File: src/rtl/ddr_sched_pkg.sv
// Shared types and constants for the DDR read/write scheduler.
// Provides the scheduler state encoding, the MIG command codes and a
// helper that sizes phrase pointers for a given circular region length.
package ddr_sched_pkg;

  typedef enum logic [2:0] {
    WAIT_CALIB = 3'd0,
    ARB        = 3'd1,
    ISSUE_WR   = 3'd2,
    ISSUE_RD   = 3'd3
  } sched_state_t;

  localparam logic [2:0] MIG_CMD_WRITE = 3'b000;
  localparam logic [2:0] MIG_CMD_READ  = 3'b001;

  // Pointer width able to hold 0..max-1 (at least one bit).
  function automatic int ptr_width(input int max);
    return (max > 1) ? $clog2(max) : 1;
  endfunction

endpackage

File: src/rtl/wrap_counter.sv
// Wrapping up-counter over 0..MAX-1.
// Ports:
//   clk_in    clock
//   rst_in    synchronous active-high reset (count -> 0)
//   clear_in  restart from 0; combined with incr_in the result is 0+1
//   incr_in   advance by one, wrapping MAX-1 -> 0
//   count_out current count
module wrap_counter #(
  parameter int MAX   = 4,
  parameter int WIDTH = 2
) (
  input  logic             clk_in,
  input  logic             rst_in,
  input  logic             clear_in,
  input  logic             incr_in,
  output logic [WIDTH-1:0] count_out
);

  logic [WIDTH-1:0] count_q;
  logic [WIDTH-1:0] count_d;
  logic [WIDTH-1:0] base;

  always_comb begin
    base    = clear_in ? '0 : count_q;
    count_d = base;
    if (incr_in) begin
      count_d = (base == WIDTH'(MAX - 1)) ? '0 : base + WIDTH'(1);
    end
  end

  always_ff @(posedge clk_in) begin
    if (rst_in) begin
      count_q <= '0;
    end else begin
      count_q <= count_d;
    end
  end

  assign count_out = count_q;

endmodule

File: src/rtl/ddr_rw_scheduler.sv
// Time-shares the MIG user interface between the sample-write phrase stream
// and the playback read stream over a circular phrase region.
// Optional build macro: DDR_RW_SCHEDULER_STATS_EN adds wr_count, rd_count
// and stall_count outputs (saturating 32-bit counters).
// Ports:
//   clk_in, rst_in              ui_clk and its synchronous active-high reset
//   init_calib_complete         MIG calibration done (checked once)
//   app_*                       MIG command / write-data / read-return interface
//   write_axis_*                write phrase FIFO (ready is a pop strobe)
//   read_axis_*                 playback FIFO feed, af = prog_full
//   state_out                   current scheduler state
//
// state      | meaning
// WAIT_CALIB | idle until MIG calibration completes
// ARB        | choose between a write and a read (or wait)
// ISSUE_WR   | hold write command and write data until each handshakes
// ISSUE_RD   | hold read command until accepted
module ddr_rw_scheduler
  import ddr_sched_pkg::*;
#(
  parameter int MAX_ADDRESS     = 45000,
  parameter int MAX_OUTSTANDING = 8,
  parameter int ADDR_STRIDE     = 8
) (
  input  logic         clk_in,
  input  logic         rst_in,
  input  logic         init_calib_complete,
  output logic [26:0]  app_addr,
  output logic [2:0]   app_cmd,
  output logic         app_en,
  input  logic         app_rdy,
  output logic [127:0] app_wdf_data,
  output logic         app_wdf_wren,
  output logic         app_wdf_end,
  output logic [15:0]  app_wdf_mask,
  input  logic         app_wdf_rdy,
  input  logic [127:0] app_rd_data,
  input  logic         app_rd_data_valid,
  output logic         app_sr_req,
  output logic         app_ref_req,
  output logic         app_zq_req,
  input  logic         write_axis_valid,
  output logic         write_axis_ready,
  input  logic [127:0] write_axis_data,
  input  logic         write_axis_tuser,
  input  logic         write_axis_smallpile,
  output logic         read_axis_valid,
  output logic [127:0] read_axis_data,
  output logic         read_axis_tuser,
  input  logic         read_axis_af,
  output logic [2:0]   state_out
`ifdef DDR_RW_SCHEDULER_STATS_EN
  ,
  output logic [31:0]  wr_count,
  output logic [31:0]  rd_count,
  output logic [31:0]  stall_count
`endif
);

  localparam int PW = ptr_width(MAX_ADDRESS);

  sched_state_t   state_q, state_d;
  logic [127:0]   wdata_q, wdata_d;
  logic [PW-1:0]  addr_q, addr_d;
  logic           cmd_done_q, cmd_done_d;
  logic           data_done_q, data_done_d;
  logic           last_wr_q, last_wr_d;
  logic [3:0]     outstanding_q, outstanding_d;

  logic [PW-1:0]  wr_ptr, rd_ptr, ret_ptr;
  logic           wr_clear, wr_incr, rd_incr;
  logic           can_wr, can_rd;

  wrap_counter #(.MAX(MAX_ADDRESS), .WIDTH(PW)) u_wr_ptr (
    .clk_in(clk_in), .rst_in(rst_in), .clear_in(wr_clear), .incr_in(wr_incr), .count_out(wr_ptr)
  );
  wrap_counter #(.MAX(MAX_ADDRESS), .WIDTH(PW)) u_rd_ptr (
    .clk_in(clk_in), .rst_in(rst_in), .clear_in(1'b0), .incr_in(rd_incr), .count_out(rd_ptr)
  );
  wrap_counter #(.MAX(MAX_ADDRESS), .WIDTH(PW)) u_ret_ptr (
    .clk_in(clk_in), .rst_in(rst_in), .clear_in(1'b0), .incr_in(app_rd_data_valid), .count_out(ret_ptr)
  );

  always_comb begin
    state_d          = state_q;
    wdata_d          = wdata_q;
    addr_d           = addr_q;
    cmd_done_d       = cmd_done_q;
    data_done_d      = data_done_q;
    last_wr_d        = last_wr_q;
    app_en           = 1'b0;
    app_cmd          = MIG_CMD_WRITE;
    app_wdf_wren     = 1'b0;
    write_axis_ready = 1'b0;
    wr_clear         = 1'b0;
    wr_incr          = 1'b0;
    rd_incr          = 1'b0;
    can_wr           = write_axis_valid;
    can_rd           = !read_axis_af && (outstanding_q < 4'(MAX_OUTSTANDING));

    case (state_q)
      WAIT_CALIB: begin
        if (init_calib_complete) state_d = ARB;
      end
      ARB: begin
        // Write wins when the write FIFO is filling up, when no read is
        // possible, or when it is the write's turn in the alternation.
        if (can_wr && (!write_axis_smallpile || !can_rd || !last_wr_q)) begin
          write_axis_ready = 1'b1;
          wdata_d          = write_axis_data;
          addr_d           = write_axis_tuser ? '0 : wr_ptr;
          wr_clear         = write_axis_tuser;
          wr_incr          = 1'b1;
          last_wr_d        = 1'b1;
          cmd_done_d       = 1'b0;
          data_done_d      = 1'b0;
          state_d          = ISSUE_WR;
        end else if (can_rd) begin
          addr_d    = rd_ptr;
          last_wr_d = 1'b0;
          state_d   = ISSUE_RD;
        end
      end
      ISSUE_WR: begin
        // Command and data handshakes complete independently.
        app_en       = !cmd_done_q;
        app_wdf_wren = !data_done_q;
        cmd_done_d   = cmd_done_q || app_rdy;
        data_done_d  = data_done_q || app_wdf_rdy;
        if (cmd_done_d && data_done_d) state_d = ARB;
      end
      ISSUE_RD: begin
        app_en  = 1'b1;
        app_cmd = MIG_CMD_READ;
        if (app_rdy) begin
          rd_incr = 1'b1;
          state_d = ARB;
        end
      end
      default: state_d = WAIT_CALIB;
    endcase

    outstanding_d = outstanding_q;
    if (rd_incr && !app_rd_data_valid) outstanding_d = outstanding_q + 4'd1;
    else if (!rd_incr && app_rd_data_valid) outstanding_d = outstanding_q - 4'd1;
  end

  always_ff @(posedge clk_in) begin
    if (rst_in) begin
      state_q       <= WAIT_CALIB;
      wdata_q       <= '0;
      addr_q        <= '0;
      cmd_done_q    <= 1'b0;
      data_done_q   <= 1'b0;
      last_wr_q     <= 1'b0;
      outstanding_q <= '0;
    end else begin
      state_q       <= state_d;
      wdata_q       <= wdata_d;
      addr_q        <= addr_d;
      cmd_done_q    <= cmd_done_d;
      data_done_q   <= data_done_d;
      last_wr_q     <= last_wr_d;
      outstanding_q <= outstanding_d;
    end
  end

  // A return with nothing outstanding, or a read beyond the limit, means
  // the MIG or the playback FIFO contract has been broken.
  always_ff @(posedge clk_in) begin
    if (!rst_in) begin
      assert (!(app_rd_data_valid && !rd_incr && outstanding_q == 4'd0));
      assert (!(rd_incr && !app_rd_data_valid && outstanding_q >= 4'(MAX_OUTSTANDING)));
    end
  end

  assign app_addr        = 27'(addr_q) * 27'(ADDR_STRIDE);
  assign app_wdf_data    = wdata_q;
  assign app_wdf_end     = app_wdf_wren;
  assign app_wdf_mask    = '0;
  assign app_sr_req      = 1'b0;
  assign app_ref_req     = 1'b0;
  assign app_zq_req      = 1'b0;
  assign read_axis_valid = app_rd_data_valid;
  assign read_axis_data  = app_rd_data;
  assign read_axis_tuser = (ret_ptr == '0);
  assign state_out       = state_q;

`ifdef DDR_RW_SCHEDULER_STATS_EN
  logic [31:0] wr_count_q, wr_count_d;
  logic [31:0] rd_count_q, rd_count_d;
  logic [31:0] stall_count_q, stall_count_d;

  always_comb begin
    wr_count_d    = wr_count_q;
    rd_count_d    = rd_count_q;
    stall_count_d = stall_count_q;
    if (state_q == ISSUE_WR && !cmd_done_q && app_rdy && wr_count_q != '1)
      wr_count_d = wr_count_q + 32'd1;
    if (rd_incr && rd_count_q != '1)
      rd_count_d = rd_count_q + 32'd1;
    if (app_en && !app_rdy && stall_count_q != '1)
      stall_count_d = stall_count_q + 32'd1;
  end

  always_ff @(posedge clk_in) begin
    if (rst_in) begin
      wr_count_q    <= '0;
      rd_count_q    <= '0;
      stall_count_q <= '0;
    end else begin
      wr_count_q    <= wr_count_d;
      rd_count_q    <= rd_count_d;
      stall_count_q <= stall_count_d;
    end
  end

  assign wr_count    = wr_count_q;
  assign rd_count    = rd_count_q;
  assign stall_count = stall_count_q;
`endif

endmodule

File: config.mk
export PLATFORM = sky130hd
export DESIGN_NAME = ddr_rw_scheduler
export DESIGN_NICKNAME = d
export VERILOG_FILES = /design/src/rtl/ddr_sched_pkg.sv /design/src/rtl/wrap_counter.sv /design/src/rtl/ddr_rw_scheduler.sv
export SDC_FILE = /design/constraint.sdc
export NUM_CORES = 1
export LEC_CHECK = 0
export ABC_CLOCK_PERIOD_IN_PS = 6100
export CAP_MARGIN = 5
export CELL_PAD_IN_SITES_DETAIL_PLACEMENT = 1
export CELL_PAD_IN_SITES_GLOBAL_PLACEMENT = 1
export CORE_AREA = 2 2 224 226
export CTS_CLUSTER_SIZE = 24
export DETAILED_ROUTE_END_ITERATION = 8
export DIE_AREA = 0 0 226 228
export PLACE_DENSITY = 0.71
export SETUP_SLACK_MARGIN = 0.4
export SLEW_MARGIN = 0
export SYNTH_ARGS = -nofsm -noshare
export SYNTH_HDL_FRONTEND = slang
export SYNTH_SLANG_ARGS = --single-unit
File: constraint.sdc
create_clock -name clk_in -period 6.1 [get_ports clk_in]
set_input_delay 1.22 -clock clk_in [delete_from_list [all_inputs] [get_ports clk_in]]
set_output_delay 1.22 -clock clk_in [all_outputs]
set_load 0.005 [all_outputs]
# Word level (Yosys, flattened, before mapping)
# Cells that the tools add are included.
dict set report word_totals {
  wordCells 83
  ff_bits 202
  output_inout_bits 314
  in_bits 266
}
dict set report op_classes {
  reduce_logical 26
  addsub 5
  eq_ne 11
  n_mux 30
  n_lt_le_gt_ge 1
}
# operator n
set ops {}
lappend ops {{$mux W16} 8}
lappend ops {{$add A16 B1 Y16 const B} 3}
lappend ops {{$eq A16 B16 Y1 const B} 3}
lappend ops {{$logic_not A16 Y1} 1}
lappend ops {{$mux W3} 5}
lappend ops {{$pmux W3 S4} 1}
lappend ops {{$mux W1} 11}
lappend ops {{$logic_not A1 Y1} 8}
lappend ops {{$mux W4} 2}
lappend ops {{$ne A2 B2 Y1 const B} 4}
lappend ops {{$eq A3 B2 Y1 const B} 2}
lappend ops {{$pmux W1 S2} 3}
lappend ops {{$reduce_and A2 Y1} 3}
lappend ops {{$reduce_bool A2 Y1} 3}
lappend ops {{$logic_and A1 B1 Y1} 5}
lappend ops {{$add A4 B1 Y4 const B} 1}
lappend ops {{$logic_or A1 B1 Y1} 4}
lappend ops {{$lt A4 B4 Y1 const B} 1}
lappend ops {{$reduce_and A4 Y1} 1}
lappend ops {{$sub A4 B1 Y4 const B} 1}
lappend ops {{$eq A3 B1 Y1 const B} 1}
lappend ops {{$logic_not A3 Y1} 1}
lappend ops {{$ne A3 B3 Y1 const B} 1}

# Depth between registers and ports, before layout
dict set report depth {
  depth_word 12
  mapped_depth 12
  mapped_depth_nobuf 10
}

# By module
# A second synthesis with hierarchy kept.
dict set report unflattened {
  hier_cells 1179
  hier_area_um2 9691.8
}
# mod area_per_inst_um2 cells_each seq_area_each_um2 n_inst
set by_module_without_submodules {}
lappend by_module_without_submodules {ddr_rw_scheduler 7041.8 882 3062.9 1}
lappend by_module_without_submodules {wrap_counter 883.3 99 320.3 3}

# Least setup slack after synthesis
# No wires, ideal clock.
dict set report synth_timing {
  path_type {input to register}
  from {in read_axis_af}
  to {reg u_wr_ptr.count_q[14], in the netlist u_wr_ptr.count_out[14]}
  path_slack_ns 2.858
  n_path_buf 2
  t_required_ns 5.981
  path_stages 12
  arrival_ns 3.122
  setup_time_ns 0.119
  path_cell_list {nand4bb_1 > nand2_1 > buf_2 > buf_4 > nand2_1 > nand2_1 > ha_1 > nand4_1 > nor4_1 > nand4_1 > xor2_1 > nor2_1}
}
dict set report synth_via {
  elab_chain_cells 12
  word_cells_on_any_way 15
  classes_between {1 x add/sub; 1 x eq/ne; 7 x mux; 6 x reduce/logical}
}
# item line
set synth_lines {}
lappend synth_lines {{start: declaration} ddr_rw_scheduler.sv:50} ;# input logic read_axis_af,
lappend synth_lines {{$logic_not A1 Y1 *} ddr_rw_scheduler.sv:99} ;# can_rd = !read_axis_af && (outstanding_q < 4'(MAX_OUTSTANDING));
lappend synth_lines {{$logic_and A1 B1 Y1 *} ddr_rw_scheduler.sv:99}
lappend synth_lines {{$logic_not A1 Y1 *} ddr_rw_scheduler.sv:108} ;# if (can_wr && (!write_axis_smallpile || !can_rd || !last_wr_q)) begin
lappend synth_lines {{$logic_or A1 B1 Y1 * (2 in series)} ddr_rw_scheduler.sv:108}
lappend synth_lines {{$logic_and A1 B1 Y1 *} ddr_rw_scheduler.sv:108}
lappend synth_lines {{$mux W1} ddr_rw_scheduler.sv:108}
lappend synth_lines {{$mux W1} ddr_rw_scheduler.sv:101} ;# case (state_q)
lappend synth_lines {{$mux W16} wrap_counter.sv:24} ;# base = clear_in ? '0 : count_q;
lappend synth_lines {{$add A16 B1 Y16 / $eq A16 B16 Y1 (equally long branches)} wrap_counter.sv:27} ;# count_d = (base == WIDTH'(MAX - 1)) ? '0 : base + WIDTH'(1);
lappend synth_lines {{$mux W16} wrap_counter.sv:27}
lappend synth_lines {{$mux W16 *} wrap_counter.sv:26} ;# if (incr_in) begin
lappend synth_lines {{end signal: assignment} wrap_counter.sv:35} ;# count_q <= count_d;
lappend synth_lines {{end: declaration} wrap_counter.sv:19} ;# logic [WIDTH-1:0] count_q;
# Mark *: on every way between the ends. The rest lies on a longest branch, timed or not.
# A chain may end at the register's enable or synchronous reset.

# Final worst setup path
dict set report layout_timing {
  from {in read_axis_af}
  to {out write_axis_ready}
}
dict set report layout_via {
  elab_chain_cells 8
}
# item line
set layout_lines {}
lappend layout_lines {{$logic_not A1 Y1} ddr_rw_scheduler.sv:99}
lappend layout_lines {{$logic_and A1 B1 Y1} ddr_rw_scheduler.sv:99}
lappend layout_lines {{$logic_not A1 Y1} ddr_rw_scheduler.sv:108}
lappend layout_lines {{$logic_or A1 B1 Y1 (2 in series)} ddr_rw_scheduler.sv:108}
lappend layout_lines {{$logic_and A1 B1 Y1} ddr_rw_scheduler.sv:108}
lappend layout_lines {{$mux W1} ddr_rw_scheduler.sv:108}
lappend layout_lines {{$mux W1} ddr_rw_scheduler.sv:101}
lappend layout_lines {{end: declaration} ddr_rw_scheduler.sv:43} ;# output logic write_axis_ready,
# No other way between the ends.

==> results.py <==
metrics = {
    "run_status": {
        "status": "finished clean",
    },
    "worst_setup_path": {
        "end_kind": "output port",
        "slowest_stage": "nand2_4",
        "path_max_fanout": 41,
        "cp_common_cell": "clkdlybuf4s50_1",
        "worstPathCellList": "clkdlybuf4s50_1 > nand4bb_1 > nand2_4 > inv_4 > clkdlybuf4s50_1",
        "cpLargestDelayFamily": "buffers and inverters",
        "cpPeakStageDelay_ns": 0.54,
        "r2r_start": "state_out[0]",
        "critPathLaunchType": "primary input",
        "crit_required_ns": 4.88,
        "worstPathArrival_ns": 3.13,
        "startpoint": "read_axis_af",
        "path_class": "primary input to output port",
        "crit_buf_inv": 3,
    },
    "grt": {
        "grt_pass1_wl_mm": 46.3,
        "overflow": 0,
        "grt.total_usage_pct": 11.2,
        "grt_max_degree": 110,
        "antenna_found_initial": 3,
        "grt_pass1_vias": 8415,
    },
    "logic_synthesis": {
        "yosysMostFrequentCell": "nand2_1",
        "synth_top_area_share_pct": 43.5,
        "synth_common_cells": "nand2_1, dfxtp_1, buf_4",
        "synth_top_area_cell": "dfxtp_1",
        "netlist_area_um2": 9250,
        "synth-main-ff-cell": "dfxtp_1",
        "ys_seq_elements": 201,
        "syn_area_per_cell_um2": 8.04,
        "synth_warnings": 0,
        "synth_area_leaders": "dfxtp_1, buf_4, nand2_1, a21oi_1, nor2_1",
        "synthCells": 1150,
        "ys_types": 57,
        "yosysSeqAreaShare_pct": 43.5,
        "async_reset_ff_share_pct": 0,
        "synth_edf_count": 0,
    },
    "pwr": {
        "power_density_nw_per_um2": 275,
        "power_leakage_uw": 0.00424,
        "ir_drop_v": 0.000183,
    },
    "sta": {
        "setup_viol_count_final": 0,
        "fin_crit_ns": 4.35,
        "slew_viol_final": 0,
        "max_slew_margin_pct": 27.4,
        "tightest_slew_ns": 1.08,
        "hold_viol": 0,
        "timing.clock.skew_ns": 0.0210,
        "max_freq_ghz": 0.230,
        "setup_tns_ns": 0,
        "post-route-period-util_pct": 71.3,
        "rsz0062_at_grt": "false",
    },
    "cts": {
        "clock_sinks": 201,
        "cts_hold_buf": 0,
        "root_buffer": "clkbuf_16",
        "cts_resized": 0,
        "cts_buffers": 27,
        "clock_path_buffers": 3,
        "cts_tree": "done",
        "htreeDepth": 1,
        "clk_pin_slew_ns": 0.06,
        "clk_latency_ns": 0.56,
        "post-cts-setup-buffers": 0,
    },
    "worst_hold_path": {
        "min-delay-start": "app_wdf_data[81]",
        "holdCritPathClass": "flop to flop",
    },
    "detailed_routing": {
        "first_pass_iters": 4,
        "ant_nets": 0,
        "first_iter_violations": 304,
        "vias_per_cell": 4.09,
        "vias": 8055,
        "drc": 0,
        "routedWlPerCell_um": 15.2,
        "drt_wl_total_mm": 30.0,
    },
    "final_layout": {
        "drive_gt1_share_pct": 4.86,
        "final_util_pct": 25.4,
        "area_growth_pct": 35.4,
        "stdcell_count": 1969,
        "fillers": 5832,
        "finalNetCount": 1552,
    },
    "run": {
        "maxCapViolCount": 0,
    },
    "die": {
        "fp.dieArea_um2": 51500,
        "core_um2": 49300,
        "die_w_um": 226,
        "initial_core_util_pct": 18.7,
        "rows": 82,
        "ioPinCount": 580,
        "die_y_um": 228,
    },
    "placement": {
        "placed_cells": 1921,
        "gp_congestion": 0.758,
        "portBuffers": 290,
        "hpwl_mm": 21.5,
    },
}
==> placed cells by master (no fill, tap or decap), types with 13 or more instances in the layout <==
cell type and instances:
clkdlybuf4s50_1 289, nand2_1 280, dfxtp_1 201, a21oi_1 155, nor2_1 68, conb_1 33, nand3_1 27, clkbuf_16 27
xor2_1 26, a211oi_1 15, xnor2_1 13, nand4_1 13
==> report_power, final <==
part	internal (uW)	switching, uW	leakage (uW)
Clock	954	613	0.000427
Combinational	240	206	0.00218
Sequential	1380	46.3	0.00163
Total	2570	866	0.00424
==> kinds of logic (layout without fill, tap and decap cells) <==
group                    Yosys count  after routing  share of synthesized area, %
other                              1             34                        0.0406
multiplexers                       6              6                         0.650
flip-flops                       201            201                          43.5
buffers and inverters            239            353                          16.9
XOR/XNOR                          39             39                          3.69
AO/OA/AOI/OAI                    193            193                          11.7
AND/OR/NAND/NOR                  463            463                          22.4
adder cells (fa/ha/maj)            8              8                          1.16
==> path summary, 6_finish.rpt <==
kind | endpoint | slack, ns | cells past startpoint
min | app_wdf_data[81] | 0.45 | 2
max | write_axis_ready | 1.75 | 5
min reg2reg | app_wdf_data[81] | 0.45 | 2
max reg2reg | app_wdf_data[112] | 2.78 | 7
==> final cells by class <==
type	instances	area, um^2	area share (%)
timing repair buffer	296	2960	23.6
antenna	1	2.50	0.0200
multi-input combinational	742	3790	30.2
tap	672	841	6.72
sequential	201	4020	32.1
clock buffer	40	774	6.19
inverter	10	40.0	0.320
clock inverter	7	92.6	0.740
==> per-stage QoR <==
stage	area [um^2]	power, uW	worst slack (ns)	hold slack [ns]
floorplan	9370	1710	2.86	0.442
global placement	11600	1900	1.76	0.440
detailed placement	11600	1910	1.64	0.447
CTS	12500	3520	1.69	0.456
global route	12500	3610	1.58	0.472
finish	12500	3440	1.75	0.452
==> sequential cells by signal, indices dropped and copies added, names as in the netlist <==
register             cells
addr_q                  16
app_wdf_data           128
cmd_done_q               1
data_done_q              1
last_wr_q                1
outstanding_q            4
state_out                2
u_rd_ptr.count_out      16
u_ret_ptr.count_out     16
u_wr_ptr.count_out      16
==> routing by layer <==
| layer | vias up | share of wire [%] | global-route usage [%] |
|---|---|---|---|
| li1 | 3843 | - | - |
| met1 | 3806 | 41 | 12.7 |
| met2 | 324 | 46 | 18.5 |
| met3 | 76 | 10 | 5.07 |
| met4 | 6 | 3.4 | 4.04 |
| met5 | - | 0.11 | 0 |
==> worst register-to-register path, cell delays in order, from the launching register on <==
cell and delay, ns:
dfxtp_1 0.70, and3b_1 0.37, nand2_4 0.34, inv_4 0.16
buf_4 0.50, buf_4 0.81, nand2_1 0.20, a21oi_1 0.17
No activity file was read; power rests on OpenSTA's default activity.
